==> src/rtl/rr_bus_arbiter_fsm.sv <==
// Round-robin N-requester bus arbiter with a four-phase bus FSM
// (IDLE/BBUSY/BWAIT/BFREE) and a forced release after MAX_HOLD cycles.
module rr_bus_arbiter_fsm #(
  parameter  int N        = 4,
  parameter  int MAX_HOLD = 16,
  localparam int ID_W     = $clog2(N),
  localparam int CNT_W    = $clog2(MAX_HOLD)
) (
  input  logic            clk,
  input  logic            rst_n,
  input  logic [N-1:0]    req,
  input  logic            done,
  input  logic            dly,
  output logic [N-1:0]    gnt,
  output logic [ID_W-1:0] gnt_id,
  output logic            busy,
  output logic            timeout
);

  typedef enum logic [1:0] {
    IDLE  = 2'd0,
    BBUSY = 2'd1,
    BWAIT = 2'd2,
    BFREE = 2'd3
  } state_t;

  state_t            state_q, state_d;
  logic [CNT_W-1:0]  cnt_q, cnt_d;
  logic [ID_W-1:0]   last_q, last_d;
  logic [N-1:0]      gnt_d;
  logic [ID_W-1:0]   id_d;
  logic              busy_d, to_d;
  logic [ID_W-1:0]   win;
  logic              found;
  logic              force_rel;
  logic              cur_busy;
  logic              nxt_busy;
  logic              grant_new;
  logic              hold_lim;
  int                k;

  // Scan from last_q+1 upward, wrapping, so the last owner ranks lowest.
  always_comb begin
    found = 1'b0;
    win   = '0;
    k     = 0;
    for (int i = 1; i <= N; i++) begin
      k = int'(last_q) + i;
      if (k >= N) k = k - N;
      if (!found && req[k]) begin
        found = 1'b1;
        win   = ID_W'(k);
      end
    end
  end

  assign cur_busy = (state_q == BBUSY) || (state_q == BWAIT);
  assign hold_lim = (cnt_q == CNT_W'(MAX_HOLD - 1));

  always_ff @(posedge clk or negedge rst_n) begin
    if (!rst_n) begin
      state_q <= IDLE;
      cnt_q   <= '0;
      last_q  <= ID_W'(N - 1);
      gnt     <= '0;
      gnt_id  <= '0;
      busy    <= 1'b0;
      timeout <= 1'b0;
    end else begin
      state_q <= state_d;
      cnt_q   <= cnt_d;
      last_q  <= last_d;
      gnt     <= gnt_d;
      gnt_id  <= id_d;
      busy    <= busy_d;
      timeout <= to_d;
    end
  end

  always_comb begin
    state_d   = IDLE;
    force_rel = 1'b0;
    unique case (state_q)
      IDLE:    state_d = |req ? BBUSY : IDLE;
      BBUSY: begin
        if (!done)    state_d = BBUSY;
        else if (dly) state_d = BWAIT;
        else          state_d = BFREE;
      end
      BWAIT:   state_d = dly ? BWAIT : BFREE;
      BFREE:   state_d = |req ? BBUSY : IDLE;
      default: state_d = IDLE;
    endcase
    // Staying on the bus past the limit becomes a forced turnaround.
    if (cur_busy && hold_lim &&
        (state_d == BBUSY || state_d == BWAIT)) begin
      state_d   = BFREE;
      force_rel = 1'b1;
    end
  end

  assign nxt_busy  = (state_d == BBUSY) || (state_d == BWAIT);
  assign grant_new = (state_d == BBUSY) && !cur_busy;

  always_comb begin
    gnt_d  = '0;
    id_d   = gnt_id;
    last_d = last_q;
    cnt_d  = cnt_q;
    busy_d = nxt_busy;
    to_d   = force_rel;
    if (grant_new) begin
      gnt_d  = N'(1) << win;
      id_d   = win;
      last_d = win;
      cnt_d  = '0;
    end else if (nxt_busy) begin
      gnt_d  = gnt;
      cnt_d  = cnt_q + CNT_W'(1);
    end
  end

endmodule
==> config.mk <==
export PLATFORM = sky130hd
export DESIGN_NAME = rr_bus_arbiter_fsm
export DESIGN_NICKNAME = d
export VERILOG_FILES = /design/src/rtl/rr_bus_arbiter_fsm.sv
export SDC_FILE = /design/constraint.sdc
export NUM_CORES = 1
export LEC_CHECK = 0
export CORE_MARGIN = 1.5
export CORE_UTILIZATION = 50
export CTS_BUF_LIST = sky130_fd_sc_hd__clkbuf_8 sky130_fd_sc_hd__clkbuf_16
export CTS_CLUSTER_DIAMETER = 120
export CTS_CLUSTER_SIZE = 30
export DETAILED_ROUTE_END_ITERATION = 10
export PLACE_DENSITY = 0.76
export SLEW_MARGIN = 30
export SYNTH_ARGS = -nofsm -noshare
export SYNTH_HDL_FRONTEND = slang
export SYNTH_SLANG_ARGS = --single-unit
==> constraint.sdc <==
create_clock -name clk -period 4.4 [get_ports clk]
set_clock_uncertainty 0.15 [all_clocks]
set_input_delay 0.66 -clock clk [delete_from_list [all_inputs] [get_ports clk]]
set_output_delay 0.66 -clock clk [all_outputs]
set_load 0.02 [all_outputs]
==> summary.md <==
| Metric | Value |
|---|---|
| RSZ-0062 raised after global routing | `false` |
| Number of standard cells in the final layout excluding fillers | `111` |
| Routed len/inst | `13.0 um` |
| Max-slew violation count | `0` |
| Layout cell share with drive strength beyond 1 | `14.7%` |
| Clock sinks | `16` |
| Clock share of power | `15.0%` |
| Switching share of power | `40.9%` |
| Clock root buffer | `clkbuf_8` |
| Max-slew headroom | `53.9%` |
| Grt ovf | `0` |
| CTS Buf Count | `3` |
| Post-CTS setup buffer count | `0` |
| Reg-to-reg startpoint | `state_q[0]` |
| First DRT Iteration DRCs | `12` |
| Tcrit/Tclk final | `65.3%` |
| Slowest stage cell, crit path | `clkdlybuf4s50_1` |
| Vias in the first global route | `604` |
| Place WS | `1260 ps` |
| Final nets | `108` |
| Setup-failing EPs final | `0` |
| Crit-path max cell delay | `450 ps` |
| # resized after CTS | `0` |
| Slew @ Worst Pin | `690 ps` |
| Final ANT Viol Nets | `0` |
| Die X | `43.5 um` |
| Int Power | `511 uW` |
| Syn Area/Cell | `10.6 um2` |
| Port Buffers | `15` |
| CORE AREA | `0.00152 mm2` |
| Synth cell types | `33` |
| HP Class | `flop to flop` |
| CP Cell Sequence | `clkdlybuf4s50_1 > or2_4 > o311a_1 > or2_1 > ha_1 > inv_1 > nand4_1 > xor2_1 > nor2_1` |
| Setup WS post-layout | `1530 ps` |
| VDD IR max | `0.652 mV` |
| Register area | `403 um2` |
| Die Area | `0.00189 mm2` |
| Layout area overhead | `27.0%` |
| Switching Power | `353 uW` |
| Multi-input logic area | `383 um2` |
| Residual DRC | `0` |
| Status | `finished clean` |
| Max-Cap Viols | `0` |
| Syn. warnings | `0` |
| CP top delay family | `simple AND/OR/NAND/NOR gates` |
| Die span in y | `43.5 um` |
| Biggest area consumer among synthesized cells | `dfrtp_1` |
| Fin area | `0.00104 mm2` |
| Yosys top cell area share | `42.7%` |
| Placer Congestion | `0.729` |
| Most frequent cells in the layout | `clkdlybuf4s50_1, dfrtp_1, inv_1, nor2_1` |
| Sequential power share | `30.9%` |
| Kind of critical path | `input port to flop` |
| Post-Syn Nets | `89` |
| Crit-path max FO | `6` |
| Largest net degree at the start of global routing | `17` |
| Nature of the critical path startpoint | `input port` |
| Final hold violation count | `0` |
| Total track usage | `18.8%` |
| Hold buffers post-CTS | `0` |
| Final HPWL DP | `1070 um` |
| CTS Buffer Depth | `2` |
| Setup_tns | `0 ps` |
| Worst path required time | `4380 ps` |
| Hold_sp | `gnt_id[1]` |
| Register-to-register setup slack | `2000 ps` |
| CTS tree | `done` |
| Largest cells by area after synthesis | `dfrtp_1, dfstp_2, ha_1` |
| Final min period | `2870 ps` |
| I/O pins | `16` |
| Static Leak | `0.000489 uW` |
| Worst R2R Path Depth | `10` |
| P per Cell Area | `830 mW/mm2` |
| Initial antenna violation count | `0` |
| Syn Std Cell Area | `820 um2` |
| Max frequency | `348 MHz` |
| Vias | `607` |
| Comb pwr share | `54.1%` |
| Core Rows | `14` |
| First-pass GRT wire length | `2590 um` |
| Clock Latency Late Sink | `250 ps` |
| Worst Path Buf+Inv | `2` |
| Capture point of the worst reg-to-reg path | `cnt_q[3]` |
| CP arrival | `2850 ps` |
| CP Depth | `9` |
| Starting Density | `53.8%` |
| Final WL | `1440 um` |
| First-pass DRT Iterations | `4` |
| Fill cells | `124` |
| Post-DR vias/cell | `5.47` |
| Syn Inst Count | `77` |
| Worst setup EP type | `flop` |
| Power, Total | `864 uW` |
| Leading cell type in the layout, fill and taps excluded | `clkdlybuf4s50_1` |
| WHS Endpoint | `gnt_id[1]` |
| # placed instances | `107` |
| Seq/Total Area, Yosys | `49.2%` |
| FF+latch count, synth | `16` |
| Hold Path Depth | `1` |
| Area after DPL | `986 um2` |
| Number of diodes | `0` |
| Clock transition at path regs | `60 ps` |
| H-Tree Depth | `1` |
==> through the flow <==
stage	util, %	hold slack [ps]
6_report	68.3	328
5_1_grt	68.3	365
4_1_cts	68.3	332
3_3_place_gp	64.7	319
3_5_place_dp	64.7	318
2_1_floorplan	-	214
==> registers in the layout, indices dropped and copies added, names as in the netlist <==
signal	count
last_q	2
gnt_id	2
gnt	4
busy	1
cnt_q	4
timeout	1
state_q	2
==> worst reg2reg max path, cell delays in order (launching register included) <==
cell	delay, ps
dfrtp_1	350
inv_1	50
ha_1	340
nand4b_1	170
a31oi_1	100
or2_1	230
ha_1	360
inv_1	160
nand4_1	140
xor2_1	170
nor2_1	60
==> how the worst max path moves through the flow <==
| stage | from | end |
|---|---|---|
| floorplan | req[3] | gnt[0] |
| global placement | req[3] | gnt[0] |
| detailed placement | req[3] | cnt_q[3] |
| CTS | req[3] | cnt_q[3] |
| global route | req[3] | cnt_q[3] |
| finish | req[3] | cnt_q[3] |
==> Yosys cell counts, drive strengths merged <==
| library cell | count |
|---|---|
| a32o | 1 |
| ha | 4 |
| dfrtp | 14 |
| o22ai | 2 |
| and3b | 1 |
| nand4 | 1 |
| dfstp | 2 |
| a31oi | 1 |
| a21o | 2 |
| o311a | 1 |
| clkbuf | 1 |
| nor2b | 4 |
| a31o | 1 |
| nand2b | 1 |
| inv | 8 |
| nand2 | 2 |
| nand3 | 2 |
| o31ai | 2 |
| and3 | 1 |
| nor2 | 8 |
| o21ai | 2 |
| mux2i | 3 |
| xnor2 | 1 |
| or2 | 2 |
| or2b | 1 |
| and2 | 1 |
| xor2 | 2 |
| a21oi | 5 |
| nand4b | 1 |
==> power groups by stage <==
stage / clock network [uW] / registers (uW) / logic, uW
after floorplan: 0 / 296 / 313
after global placement: 0 / 270 / 458
after detailed placement: 0 / 271 / 466
after CTS: 133 / 268 / 472
after global routing: 138 / 276 / 525
final: 129 / 267 / 467
==> layer usage <==
metal	vias to the layer above	global-route usage (%)	share of wire (%)
met4	0	10.9	2.6
met5	-	0	0
li1	305	-	-
met2	12	27.8	45
met3	4	3.75	4.0
met1	286	25.7	48
==> kinds of logic after synthesis <==
kind of cell / after synthesis / share of synthesized area, %
mux: 3 / 3.66
xor+xnor: 3 / 3.21
simple gates: 25 / 17.1
flops: 16 / 49.2
buf+inv: 9 / 4.12
compound gates: 17 / 16.6
fa+ha+maj: 4 / 6.11
==> layout make-up <==
| class | instances | area share [%] |
|---|---|---|
| inverters | 8 | 2.88 |
| multi-input cells | 52 | 36.8 |
| clock buffers | 4 | 5.29 |
| well taps | 16 | 1.92 |
| repair buffers | 15 | 14.4 |
| flip-flops and latches | 16 | 38.7 |
(Power assumes the default switching activity.)
